===== src/rtl/if_stage_if.sv =====
// Instruction memory request/response bus between the fetch stage and imem.
interface if_stage_if;
  logic        imem_req;
  logic [31:0] imem_addr;
  logic        imem_gnt;
  logic        imem_rvalid;
  logic [31:0] imem_rdata;

  // Fetch side issues requests and consumes responses.
  modport master (
    output imem_req, imem_addr,
    input  imem_gnt, imem_rvalid, imem_rdata
  );

  // Memory side accepts requests and returns data.
  modport slave (
    input  imem_req, imem_addr,
    output imem_gnt, imem_rvalid, imem_rdata
  );
endinterface


===== src/rtl/if_stage.sv =====
// Instruction fetch stage: owns the PC, keeps at most one imem request in
// flight, holds the fetched word for decode, and applies branch redirects.
module if_stage #(
  parameter logic [31:0] RESET_PC  = 32'h0000_0000,
  parameter logic [31:0] NOP_INSTR = 32'h0000_0013
) (
  input  logic        clk,
  input  logic        rst,
  if_stage_if.master  imem,
  input  logic        stall,
  input  logic        redirect_valid,
  input  logic [31:0] redirect_pc,
  output logic        if_valid,
  output logic [31:0] if_instr,
  output logic [31:0] if_pc,
  output logic        misalign_err
);
  typedef enum logic [2:0] {S_IDLE, S_REQ, S_WAIT, S_VALID, S_DRAIN} state_t;

  state_t      r_state, w_state_nxt;
  // PC is always word aligned, so only the upper 30 bits are stored.
  logic [31:2] r_pc;
  logic        r_if_valid;
  logic [31:0] r_if_instr;
  logic [31:0] r_if_pc;
  logic        r_misalign;

  logic w_redir, w_capture, w_consume;

  assign imem.imem_req  = (r_state == S_REQ);
  assign imem.imem_addr = {r_pc, 2'b00};
  assign if_valid       = r_if_valid;
  assign if_instr       = r_if_instr;
  assign if_pc          = r_if_pc;
  assign misalign_err   = r_misalign;

  // Next-state and datapath enables; a redirect overrides everything but IDLE.
  always_comb begin
    w_state_nxt = r_state;
    w_redir     = redirect_valid && (r_state != S_IDLE);
    w_capture   = 1'b0;
    w_consume   = 1'b0;
    case (r_state)
      S_IDLE:  w_state_nxt = S_REQ;
      S_REQ: begin
        // An accepted request must have its response drained before refetching.
        if (imem.imem_gnt) w_state_nxt = w_redir ? S_DRAIN : S_WAIT;
      end
      S_WAIT: begin
        if (w_redir)               w_state_nxt = imem.imem_rvalid ? S_REQ : S_DRAIN;
        else if (imem.imem_rvalid) begin
          w_state_nxt = S_VALID;
          w_capture   = 1'b1;
        end
      end
      S_VALID: begin
        if (w_redir)     w_state_nxt = S_REQ;
        else if (!stall) begin
          w_state_nxt = S_REQ;
          w_consume   = 1'b1;
        end
      end
      S_DRAIN: begin
        // Stale response is dropped; a redirect here only moves the PC.
        if (imem.imem_rvalid) w_state_nxt = S_REQ;
      end
      default: w_state_nxt = S_IDLE;
    endcase
  end

  // State register.
  always_ff @(posedge clk) begin
    if (rst) r_state <= S_IDLE;
    else     r_state <= w_state_nxt;
  end

  // PC, held instruction and sticky misalignment flag.
  always_ff @(posedge clk) begin
    if (rst) begin
      r_pc       <= RESET_PC[31:2];
      r_if_valid <= 1'b0;
      r_if_instr <= NOP_INSTR;
      r_if_pc    <= RESET_PC;
      r_misalign <= 1'b0;
    end else if (w_redir) begin
      r_pc       <= redirect_pc[31:2];
      r_if_valid <= 1'b0;
      r_if_instr <= NOP_INSTR;
      if (redirect_pc[1:0] != 2'b00) r_misalign <= 1'b1;
    end else if (w_capture) begin
      r_pc       <= r_pc + 30'd1;
      r_if_valid <= 1'b1;
      r_if_instr <= imem.imem_rdata;
      r_if_pc    <= {r_pc, 2'b00};
    end else if (w_consume) begin
      r_if_valid <= 1'b0;
      r_if_instr <= NOP_INSTR;
    end
  end
endmodule

===== src/flat_wrapper.sv =====
// flat-port wrapper written by rule: the top's interface ports become plain ports
module if_stage_flat 
#(
  parameter logic [31:0] RESET_PC  = 32'h0000_0000,
  parameter logic [31:0] NOP_INSTR = 32'h0000_0013
)
  (clk, rst, stall, redirect_valid, redirect_pc, if_valid, if_instr, if_pc, misalign_err, imem_imem_req, imem_imem_addr, imem_imem_gnt, imem_imem_rvalid, imem_imem_rdata);
  if_stage_if imem_i ();
  input  logic clk;
  input  logic rst;
  input  logic stall;
  input  logic redirect_valid;
  input  logic [31:0] redirect_pc;
  output logic if_valid;
  output logic [31:0] if_instr;
  output logic [31:0] if_pc;
  output logic misalign_err;
  output wire logic [$bits(imem_i.imem_req)-1:0] imem_imem_req;
  output wire logic [$bits(imem_i.imem_addr)-1:0] imem_imem_addr;
  input wire logic [$bits(imem_i.imem_gnt)-1:0] imem_imem_gnt;
  input wire logic [$bits(imem_i.imem_rvalid)-1:0] imem_imem_rvalid;
  input wire logic [$bits(imem_i.imem_rdata)-1:0] imem_imem_rdata;
  assign imem_imem_req = imem_i.imem_req;
  assign imem_imem_addr = imem_i.imem_addr;
  assign imem_i.imem_gnt = imem_imem_gnt;
  assign imem_i.imem_rvalid = imem_imem_rvalid;
  assign imem_i.imem_rdata = imem_imem_rdata;
  if_stage #(.RESET_PC(RESET_PC), .NOP_INSTR(NOP_INSTR)) u_core (.clk(clk), .rst(rst), .imem(imem_i), .stall(stall), .redirect_valid(redirect_valid), .redirect_pc(redirect_pc), .if_valid(if_valid), .if_instr(if_instr), .if_pc(if_pc), .misalign_err(misalign_err));
endmodule

===== config.mk =====
export PLATFORM = sky130hd
export DESIGN_NAME = if_stage_flat
export DESIGN_NICKNAME = d
export VERILOG_FILES = /design/src/rtl/if_stage_if.sv /design/src/rtl/if_stage.sv /design/src/flat_wrapper.sv
export SDC_FILE = /design/constraint.sdc
export NUM_CORES = 1
export LEC_CHECK = 0
export BUFFER_PORTS_ARGS = -buffer_cell sky130_fd_sc_hd__buf_2
export CAP_MARGIN = 20
export CORE_ASPECT_RATIO = 0.9
export CORE_UTILIZATION = 35
export DETAILED_ROUTE_END_ITERATION = 12
export GPL_ROUTABILITY_DRIVEN = 0
export PLACE_DENSITY = 0.6
export SYNTH_ARGS = -nofsm -noshare
export SYNTH_HDL_FRONTEND = slang
export SYNTH_SLANG_ARGS = --single-unit

===== constraint.sdc =====
create_clock -name clk -period 4.8 [get_ports clk]
set_clock_uncertainty 0.15 [all_clocks]
set_input_delay 0.48 -clock clk [delete_from_list [all_inputs] [get_ports clk]]
set_output_delay 0.48 -clock clk [all_outputs]
set_load 0.005 [all_outputs]

---- Yosys cells after proc, flatten, opt, wreduce, memory -nomap -nowiden ----
Index checks and enable logic that the tools add are counted.
storage, ports and cells
  output and inout bits ................... 99
  bits of input ports ..................... 70
  register bits after elaboration ......... 97
  word-level logic and storage cells ...... 47
operators by class
  equal/unequal tests ..................... 8
  reduce and logical (&&, ||, !) cells .... 10
  mux-type cells .......................... 21
  bitwise gates (word level) .............. 1
  add/sub/neg operators ................... 1
operators with widths
  cell                                                    count
  two-way mux 32 bit                                      2
  two-way mux 30 bit                                      2
  adder 30 x 1 -> 30 bit (second input constant)          1
  two-way mux 3 bit                                       8
  case mux 3 bit (5 select lines)                         1
  two-way mux 1 bit                                       8
  equality test 3 x 2 -> 1 bit (second input constant)    2
  inequality test 3 x 2 -> 1 bit (second input constant)  2
  nonzero test 2 bit                                      3
  AND reduction 2 bit                                     2
  AND reduction 4 bit                                     1
  equality test 3 x 1 -> 1 bit (second input constant)    1
  equality test 3 bit (second input constant)             1
  zero test 3 bit                                         1
  nonzero test 3 bit                                      1
  inequality test 2 x 1 -> 1 bit (second input constant)  1
  inequality test 2 bit (second input constant)           1
  OR reduction 2 bit                                      1
  logical AND 1 bit                                       1
  NOT 1 bit                                               1

---- Longest topological paths before layout ----
Gate-level depths: netlist (run 1).
  depth in word-level cells ............... 6
  mapped depth ............................ 8
  mapped depth without buffers ............ 6

---- Least setup slack after synthesis (run 1) ----
OpenSTA, ideal clock, no wires.
  kind .................................... reg-to-reg
  start ................................... register u_core.r_pc[4] in the netlist's numbering
  end ..................................... register u_core.r_pc[26] in the netlist's numbering
  stages on the path, launching flop included .. 7
  clock period less this slack ............ 2.409 ns
  library setup time ...................... 0.091 ns
  required time ........................... 4.559 ns
  data arrival time ....................... 2.168 ns
  setup slack ............................. 2.391 ns
  path buffers ............................ 1
  path through ............................ dfxtp_1 nand3_2 or3_1 buf_6 or4_4 or3_1 a311oi_1
on the way
  word-level cells in the longest chain between the ends .. 3
ends and longest elaborated chain
  item                    RTL line        text
  start, declared         if_stage.sv:22  logic [31:2] r_pc;
  start signal, assigned  if_stage.sv:80  r_pc <= RESET_PC[31:2];
  start signal, assigned  if_stage.sv:86  r_pc <= redirect_pc[31:2];
  start signal, assigned  if_stage.sv:91  r_pc <= r_pc + 30'd1;
  adder 30 x 1 -> 30 bit  if_stage.sv:91
  two-way mux 30 bit      if_stage.sv:90  end else if (w_capture) begin
  two-way mux 30 bit      if_stage.sv:85  end else if (w_redir) begin
No other way between the ends. The select of a mux whose other input is x is not followed.
A chain may end at the register's enable or synchronous reset.

---- Worst setup path after layout (run 1) ----
  start ................................... register u_core.r_state[1]
  end ..................................... register u_core.r_pc[17] in the netlist's numbering
on the way
  word-level cells in the longest chain between the ends .. 5
  elaborated cells on any way between the ends .. 7
  classes of those cells .................. 1 x eq/ne; 3 x mux; 3 x reduce/logical
ends and longest elaborated chain
  item                          RTL line        text
  start, declared               if_stage.sv:20  state_t r_state, w_state_nxt;
  start signal, assigned        if_stage.sv:74  else r_state <= w_state_nxt;
  nonzero test 3 bit            if_stage.sv:40  w_redir = redirect_valid && (r_state != S_IDLE);
  logical AND 1 bit             if_stage.sv:40
  two-way mux 1 bit             if_stage.sv:50  if (w_redir) w_state_nxt = imem.imem_rvalid ? S_REQ : S_DRAIN;
  two-way mux 1 bit             if_stage.sv:43  case (r_state)
  nonzero test 2 bit (no line)  --
Several ways; a longest one is shown, not always the timed one.

==> flow_metrics.tcl, run 1 <==
set metrics [dict create \
    status "complete, no violations" \
    routed_wl_mm 12.3 \
    grt_pass1_wl_mm 19.6 \
    hpwl_mm 8.49 \
    synthToLayoutAreaGrowth_pct 30.2 \
    routed-via-count 4171 \
    critPathMaxFanout 29 \
    cts_max_level 3 \
    pin_count 169 \
    tightest_slew_ns 1.03 \
    ctsHoldBuffers 0 \
    async_flop_share_pct 0 \
    arrival_ns 3.18 \
    placementRows 37 \
    finalSetupViolations 0 \
    dr.pass1.iters 5 \
    drc_errors 0 \
    yosys_warnings 0 \
    cts_tree "built" \
    tns_ns 0 \
    clk_latency_ns 0.35 \
    grt.overflow.total 0 \
    synth-edff-count 0 \
    finalCriticalPeriod_ns 3.06 \
    grt_usage_pct 20.8 \
    cap_viol_max_count 0 \
    cts_sinks 97 \
    die_w_microns 116 \
    post_cts_resized 0 \
    antenna_found_initial 1 \
    synth_flop_cell "dfxtp_1" \
    initial_core_util_pct 35.9 \
    endpoint_kind "register" \
    r2r-start "u_core.r_state[1]" \
    post-cts-setup-buffer-count 0 \
    synth_cell_type_count 51 \
    first_global_vias 3885 \
    synth.most_common_cell "dfxtp_1" \
    hold_depth 3 \
    ir_worst_vdd_uv 128 \
    avgSynthCellArea_sq_um 8.18 \
    reg2reg_depth 6 \
    port_buffers 164 \
    dr.first_iter.drc_count 272 \
    critPathRequiredTime_ns 4.92 \
    hold_viol 0 \
    hp-start "redirect_pc[29]" \
    synth_top_area_cell "dfxtp_1" \
    grt_setup_unrepaired "false" \
    dp.cells 791 \
    slew_headroom_pct 31.3 \
    cts.clk_slew.worst_paths_ns 0.07 \
    ys_seq_area_share_pct 47.3 \
    reg2reg_to "u_core.r_pc[17]" \
    layout-drive-gt1-share_pct 30.7 \
    finalCritPeriodShare_pct 63.8 \
    root_buffer "clkbuf_16" \
    synth_common_cells "97 x dfxtp_1, 93 x nand2_1, 55 x a21oi_1, 48 x nor2_1, 33 x a22oi_1" \
    whs_ns 0.183 \
    final_cell_count_no_fill 808 \
    fmax_mhz 327 \
    hold_path.class "in -> reg" \
    fin_nets 718 \
    critPathKind "reg -> reg" \
    design.die.area_sq_um 12200 \
    start_kind "register" \
    slew_viol_final 0 \
    wl_per_cell_microns 15.2 \
    grt_max_degree 67 \
    synth-seq-cells 97 \
    ant_nets 0 \
    synth_area_sq_um 4110 \
    utilization_pct 46.8 \
    synth_top_area_share_pct 47.3 \
    syn_inst 502 \
    p_per_area_nw_per_um2 335 \
    clockBufferDepth 2 \
    numCtsBuffers 9 \
    r2r_slack_ns 1.74 \
    via_per_inst 5.16 \
    leakage_nw 2.19 \
    synthTopCellsByArea "dfxtp_1 47%, nand2_1 8.5%, a21oi_1 6.7%" \
    core_sq_um 11400 \
    die_y_microns 105 \
    whs_endpoint "u_core.r_pc[29]" \
]
-- final cells by class --
type | instances | area (sq um)
fillers | 1158 | 6090
multi-input cells | 364 | 2010
flip-flops and latches | 97 | 1940
repair buffers | 171 | 878
clock buffers | 11 | 253
well taps | 156 | 195
clock inverters | 4 | 51.3
inverters | 4 | 15.0
diodes | 1 | 2.50
-- power by group --
part,leakage [nW],total (mW),switching (mW),internal (mW)
Combinational,1.26,0.178,0.0973,0.0803
Sequential,0.786,0.872,0.0423,0.830
Clock,0.148,0.739,0.309,0.430
-- state kept, by name (all words and copies together) (netlist names) --
register             cells
u_core.if_instr         32
u_core.if_pc            30
u_core.r_pc             30
u_core.r_state           3
u_core.if_valid          1
u_core.misalign_err      1
-- per-stage QoR --
| step | power [mW] | worst slack, ns | cell area [sq um] |
|---|---|---|---|
| 2_1_floorplan | 0.976 | 2.39 | 4120 |
| 3_3_place_gp | 1.06 | 1.83 | 5020 |
| 3_5_place_dp | 1.07 | 1.78 | 5030 |
| 4_1_cts | 1.81 | 1.75 | 5340 |
| 5_1_grt | 1.87 | 1.45 | 5340 |
| 6_report | 1.79 | 1.74 | 5350 |
-- kinds of logic (layout without fill, tap and decap cells) --
family | count (synthesis) | in the layout | share of synthesized area [%]
adder cells (fa/ha/maj) | 1 | 1 | 0.305
other | 1 | 5 | 0.0913
XOR/XNOR | 11 | 11 | 2.35
flip-flops | 97 | 97 | 47.3
AND/OR/NAND/NOR | 211 | 211 | 23.8
multiplexers | 5 | 5 | 1.31
buffers and inverters | 44 | 190 | 4.57
AO/OA/AOI/OAI | 132 | 132 | 20.3
-- cells in the final DEF, fill, tap and decap left out, types with 6 or more instances in the layout --
cell type    n
o21ai_0      7
xor2_1       6
nor3_1       7
dfxtp_1     97
clkbuf_16    9
o22ai_1      9
a21oi_1     55
nor4_1       9
nand3_1     14
a22oi_1     33
nand2_1     93
nand4_1      7
nor2_1      48
buf_2      164
-- layer usage --
layer	routed length (microns)	up-vias	track usage [%]
met5	0	-	0
met4	174	0	8.42
met3	976	11	5.86
met2	5450	177	32.1
met1	5710	1922	27.1
li1	-	2061	-
-- worst max-delay path, stage by stage (launching register included) --
cell and delay [ns]:
dfxtp_1 0.58, nor2b_1 0.37, nand3_2 0.38, buf_4 0.38, or4_2 0.75, o21a_1 0.20, nor3_1 0.16
-- how the worst max path moves through the flow --
stage / end / from / slack [ns] / depth (start not counted)
3_3_place_gp: u_core.r_pc[17] / redirect_valid / 1.83 / 7
5_1_grt: u_core.r_pc[17] / u_core.r_state[1] / 1.45 / 6
6_report: u_core.r_pc[17] / u_core.r_state[1] / 1.74 / 6
2_1_floorplan: u_core.r_pc[26] / u_core.r_pc[4] / 2.39 / 6
4_1_cts: u_core.r_pc[17] / u_core.r_state[1] / 1.75 / 6
3_5_place_dp: u_core.r_pc[17] / u_core.r_state[1] / 1.78 / 6
Power figures use the tool's default switching activity.
==> inputs of run 2 (changes only) <==
Settings changed: PLACE_DENSITY 0.6 to 0.63.
Clock period 4.8 ns to 2.6 ns, I/O delays scaled along.
==> run 2 against run 1 <==
Net effect:
- setup slack lost 1.6 ns
- register-to-register slack lost 1.6 ns
- sequential cell count is the same
- clock power is 89% higher
- clock-buffer cell count unchanged
- non-clock buffer count is 31 higher
- critical endpoint is now u_core.r_pc[26]
==> flow_metrics.tcl, run 2 (synthesized netlist as in run 1, its figures left out) <==
set metrics [dict create \
    status "complete, no violations" \
    ir_worst_vdd_uv 469 \
    critPathKind "reg -> reg" \
    cts_sinks 97 \
    switching_share_pct 25.3 \
    numCtsBuffers 9 \
    nFillCells 1145 \
    whs_endpoint "u_core.if_instr[24]" \
    critPathMaxFanout 7 \
    tightest_slew_ns 0.998 \
    cts_max_level 3 \
    r2r_slack_ns 0.15 \
    synthToLayoutAreaGrowth_pct 37.6 \
    clock_power_share_pct 41.5 \
    finalSetupViolations 0 \
    routed-via-count 4286 \
    pin_count 169 \
    via_per_inst 5.11 \
    critPathRequiredTime_ns 2.71 \
    port_buffers 164 \
    clk_latency_ns 0.35 \
    layout_common_cells "164 x buf_2, 97 x dfxtp_1, 93 x nand2_1" \
    hpwl_mm 8.53 \
    first_global_vias 3939 \
    die_y_microns 105 \
    dr.pass1.iters 4 \
    hold_viol 0 \
    hold_path.class "in -> reg" \
    finalCriticalPeriod_ns 2.45 \
    fmax_mhz 408 \
    grt.overflow.total 0 \
    routed_wl_mm 12.2 \
    internal_power_mw 2.51 \
    initial_core_util_pct 35.9 \
    slew_headroom_pct 33.4 \
    arrival_ns 2.56 \
    cap_viol_max_count 0 \
    core_sq_um 11400 \
    hp-start "imem_imem_rdata[24]" \
    fin_nets 749 \
    hold_depth 3 \
    netSwitchingPower_uw 853 \
    met2_usage_pct 32.4 \
    design.die.area_sq_um 12200 \
    placementRows 37 \
    reg2reg_to "u_core.r_pc[26]" \
    layout-drive-gt1-share_pct 31.5 \
    endpoint_kind "register" \
    cts_tree "built" \
    leakage_nw 2.34 \
    die_w_microns 116 \
    cts.clk_slew.worst_paths_ns 0.07 \
    drc_errors 0 \
    slew_viol_final 0 \
    n_antenna_cell 0 \
    start_kind "register" \
    dr.first_iter.drc_count 241 \
    p_per_area_nw_per_um2 596 \
    antenna_found_initial 1 \
    pwr-share-comb_pct 11.2 \
    utilization_pct 49.4 \
    grt_usage_pct 20.8 \
    grt_pass1_wl_mm 19.7 \
    reg2reg_depth 5 \
    global_route.usage.met1_pct 27.1 \
    met3_usage_pct 7.42 \
    largest_reg_flops 32 \
    final_common_cell "buf_2" \
    sequentialPowerShare_pct 47.3 \
    grt_max_degree 70 \
    tns_ns 0 \
    ant_nets 0 \
    r2r-start "u_core.r_pc[8]" \
    post_cts_resized 0 \
    clockBufferDepth 2 \
    root_buffer "clkbuf_16" \
    busiest_layer "met2" \
    grt_setup_unrepaired "false" \
    finalCritPeriodShare_pct 94.3 \
    wl_per_cell_microns 14.6 \
]
## run 2: timing repair
action | in CTS | in global routing
setup buffers | 0 | 0
hold endpoints to repair | 17 | 0
hold buffers | 17 | 0
## run 2: power by group through the flow
stage          Clock [mW]  Sequential (mW)  Combinational (mW)
6_report             1.40             1.59               0.377
5_1_grt              1.49             1.60               0.418
4_1_cts              1.44             1.59               0.378
3_5_place_dp            0             1.63               0.358
3_3_place_gp            0             1.62               0.353
2_1_floorplan           0             1.62               0.183
## run 2: critical path, cell delays in order (launching register included)
cell and delay [ns]:
dfxtp_1 0.45, nand4_2 0.20, or3_1 0.45, or4_4 0.55
or3_1 0.31, a311oi_1 0.25
## run 2: layout make-up
type	count	area (sq um)	area share (%)
Multi-Input combinational cell	364	2010	35.6
Sequential cell	97	1940	34.4
Timing Repair Buffer	202	1170	20.8
Clock buffer	11	253	4.47
Clock inverter	5	62.6	1.11
Inverter	4	15.0	0.266
Tap cell	156	195	3.45
## run 2: metrics by stage
| step | hold slack, ns | total power, mW | cell area, sq um | worst slack (ns) | cells |
|---|---|---|---|---|---|
| after floorplan | 0.200 | 1.80 | 4120 | 0.191 | 505 |
| after global placement | 0.280 | 1.98 | 5160 | 0.223 | 806 |
| after detailed placement | 0.287 | 1.98 | 5160 | 0.197 | 806 |
| after CTS | 0.000119 | 3.41 | 5650 | 0.177 | 839 |
| after global routing | 0.000938 | 3.51 | 5650 | 0.0198 | 839 |
| final | 0.0126 | 3.37 | 5650 | 0.147 | 839 |
## run 2: worst max-delay path by stage
stage,start,to,slack (ns),cells after the start
after CTS,u_core.r_pc[8],u_core.r_pc[26],0.18,5
after detailed placement,u_core.r_pc[8],u_core.r_pc[26],0.20,5
after global placement,u_core.r_pc[8],u_core.r_pc[26],0.22,5
after floorplan,u_core.r_pc[4],u_core.r_pc[26],0.19,6
after global routing,u_core.r_state[0],u_core.if_instr[7],0.02,6
final,u_core.r_pc[8],u_core.r_pc[26],0.15,5
## run 2: routing by layer
layer | wire (microns) | part of all wire [%] | vias to the layer above
li1 | - | - | 2122
met1 | 5650 | 46 | 1989
met2 | 5560 | 45 | 165
met3 | 925 | 7.6 | 8
met4 | 102 | 0.83 | 2
met5 | 12 | 0.098 | -
==> inputs of run 3 (changes only) <==
Settings changed: CORE_MARGIN set to 2.
==> run 3 against run 2 <==
Net effect:
- critical path depth unchanged
- sequential share of layout area rose by 0.57 points
- cell area fell by 1.6%
- setup slack got worse by 0.015 ns
- highest routed layer unchanged
==> flow_metrics.tcl, run 3 (synthesized netlist as in run 1, its figures left out) <==
set metrics [dict create \
    placementRows 37 \
    hold_viol 0 \
    largest_reg_flops 32 \
    finalCritPeriodShare_pct 94.9 \
    numCtsBuffers 9 \
    sequentialPowerShare_pct 50.1 \
    cp_slowest_stage_delay_ns 0.55 \
    grt_usage_pct 20.2 \
    root_buffer "clkbuf_16" \
    critPathKind "reg -> reg" \
    status "complete, no violations" \
    placed_area_sq_um 5150 \
    clock_power_share_pct 38.3 \
    grt_setup_unrepaired "false" \
    grt_max_degree 44 \
    crit_chain "nand4_2, or3_1, or4_4, or3_1, a311oi_1" \
    antenna_found_initial 1 \
    ir_worst_vdd_uv 376 \
    r2r-start "u_core.r_pc[8]" \
    reg2reg_depth 5 \
    cp.depth 5 \
    synthToLayoutAreaGrowth_pct 35.3 \
    fin_nets 746 \
    layout_common_cells "164 x buf_2, 97 x dfxtp_1, 93 x nand2_1" \
    port_buffers 164 \
    fmax_mhz 405 \
    start_kind "register" \
    critPathBufInv 0 \
    finalSetupViolations 0 \
    drc_errors 0 \
    whs_ns 0.0110 \
    cts_max_level 3 \
    cpMostUsedCell "or3_1" \
    setup_slack_ns 0.132 \
    internal_power_mw 2.37 \
    hpwl_mm 8.97 \
    grt.overflow.total 0 \
    critical-path-top-delay-family "simple AND/OR/NAND/NOR gates" \
    pwr-share-comb_pct 11.6 \
    dr.pass1.iters 4 \
    stdcell_area_sq_um 5560 \
    first_global_vias 4133 \
    cts.clk_slew.worst_paths_ns 0.06 \
    critPathCapture "u_core.r_pc[26]" \
    critPathRequiredTime_ns 2.71 \
    finalCriticalPeriod_ns 2.47 \
    p_per_area_nw_per_um2 574 \
    routed-via-count 4278 \
    tns_ns 0 \
    grt_pass1_wl_mm 20.3 \
    pin_count 169 \
    cap_viol_max_count 0 \
    reg2reg_to "u_core.r_pc[26]" \
    cts_tree "built" \
    slowest_stage "or4_4" \
    clk_latency_ns 0.35 \
    clockBufferDepth 2 \
    dp_slack_ns 0.157 \
    netSwitchingPower_uw 817 \
    endpoint_kind "register" \
    switching_share_pct 25.6 \
    ant_nets 0 \
    slew_headroom_pct 58.4 \
    layout-drive-gt1-share_pct 31.4 \
    hold_path.class "in -> reg" \
    startpoint "u_core.r_pc[8]" \
    tightest_slew_ns 0.621 \
    arrival_ns 2.58 \
    routed_wl_mm 12.5 \
    via_per_inst 5.12 \
    critPathMaxFanout 7 \
    wl_per_cell_microns 15.0 \
    final_common_cell "buf_2" \
    cts_sinks 97 \
    core_sq_um 11400 \
    initial_core_util_pct 35.9 \
    leakage_nw 2.31 \
    dr.first_iter.drc_count 231 \
    design.die.area_sq_um 12600 \
    slew_viol_final 0 \
    die_y_microns 107 \
    n_antenna_cell 0 \
    die_w_microns 118 \
    r2r_slack_ns 0.13 \
]
-- run 3: changes by cell type in the layout (fill, tap and decap cells not counted), sizes merged --
cell,change
bufinv,-1
clkbuf,+1
clkinv,+1
clkinvlp,-1
dlygate4sd3,-3
inv,-1
-- run 3: repair_timing --
item / in CTS / in global routing
endpoints found under the setup margin: 0 / 1
hold buffers: 14 / 0
resized for setup: 0 / 1
buffers inserted: 0 / 0
hold endpoints to repair: 14 / 0
-- run 3: per-stage QoR --
step,util (%),power [mW],std cells
after floorplan,-,1.80,505
after global placement,45.1,1.97,806
after detailed placement,45.1,1.98,806
after CTS,48.6,3.23,835
after global routing,48.6,3.33,835
final,48.6,3.19,835
-- run 3: power groups by stage --
stage	registers, mW	clock network [mW]	logic (mW)
6_report	1.60	1.22	0.369
5_1_grt	1.61	1.31	0.408
3_3_place_gp	1.63	0	0.348
3_5_place_dp	1.63	0	0.354
4_1_cts	1.60	1.26	0.371
2_1_floorplan	1.62	0	0.183
-- run 3: cell type report --
| cell class | count | area [sq um] |
|---|---|---|
| clock buffers | 12 | 246 |
| clock inverters | 3 | 17.5 |
| fillers | 1120 | 5880 |
| inverters | 4 | 15.0 |
| multi-input cells | 364 | 2010 |
| flip-flops and latches | 97 | 1940 |
| well taps | 156 | 195 |
| repair buffers | 199 | 1130 |
-- run 3: worst min-delay path by stage --
stage / startpoint / end / depth (start not counted)
after floorplan: redirect_valid / u_core.r_state[1] / 1
after global placement: u_core.misalign_err / u_core.misalign_err / 2
after detailed placement: u_core.misalign_err / u_core.misalign_err / 2
after CTS: imem_imem_rdata[15] / u_core.if_instr[15] / 3
after global routing: imem_imem_rdata[2] / u_core.if_instr[2] / 3
final: imem_imem_rdata[10] / u_core.if_instr[10] / 3
-- run 3: metal layers --
metal	part of all wire, %	global-route usage, %	vias to the layer above
met4	1.0	4.65	2
met2	47	33.3	168
li1	-	-	2112
met3	8.3	8.03	12
met5	0.056	0	-
met1	44	24.8	1984
-- run 3: worst min-delay path, delay by kind of cell --
kind | cells | cell delay, ns
AO/OA/AOI/OAI | 1 | 0.06
buffers and inverters | 1 | 0.08
AND/OR/NAND/NOR | 1 | 0.08
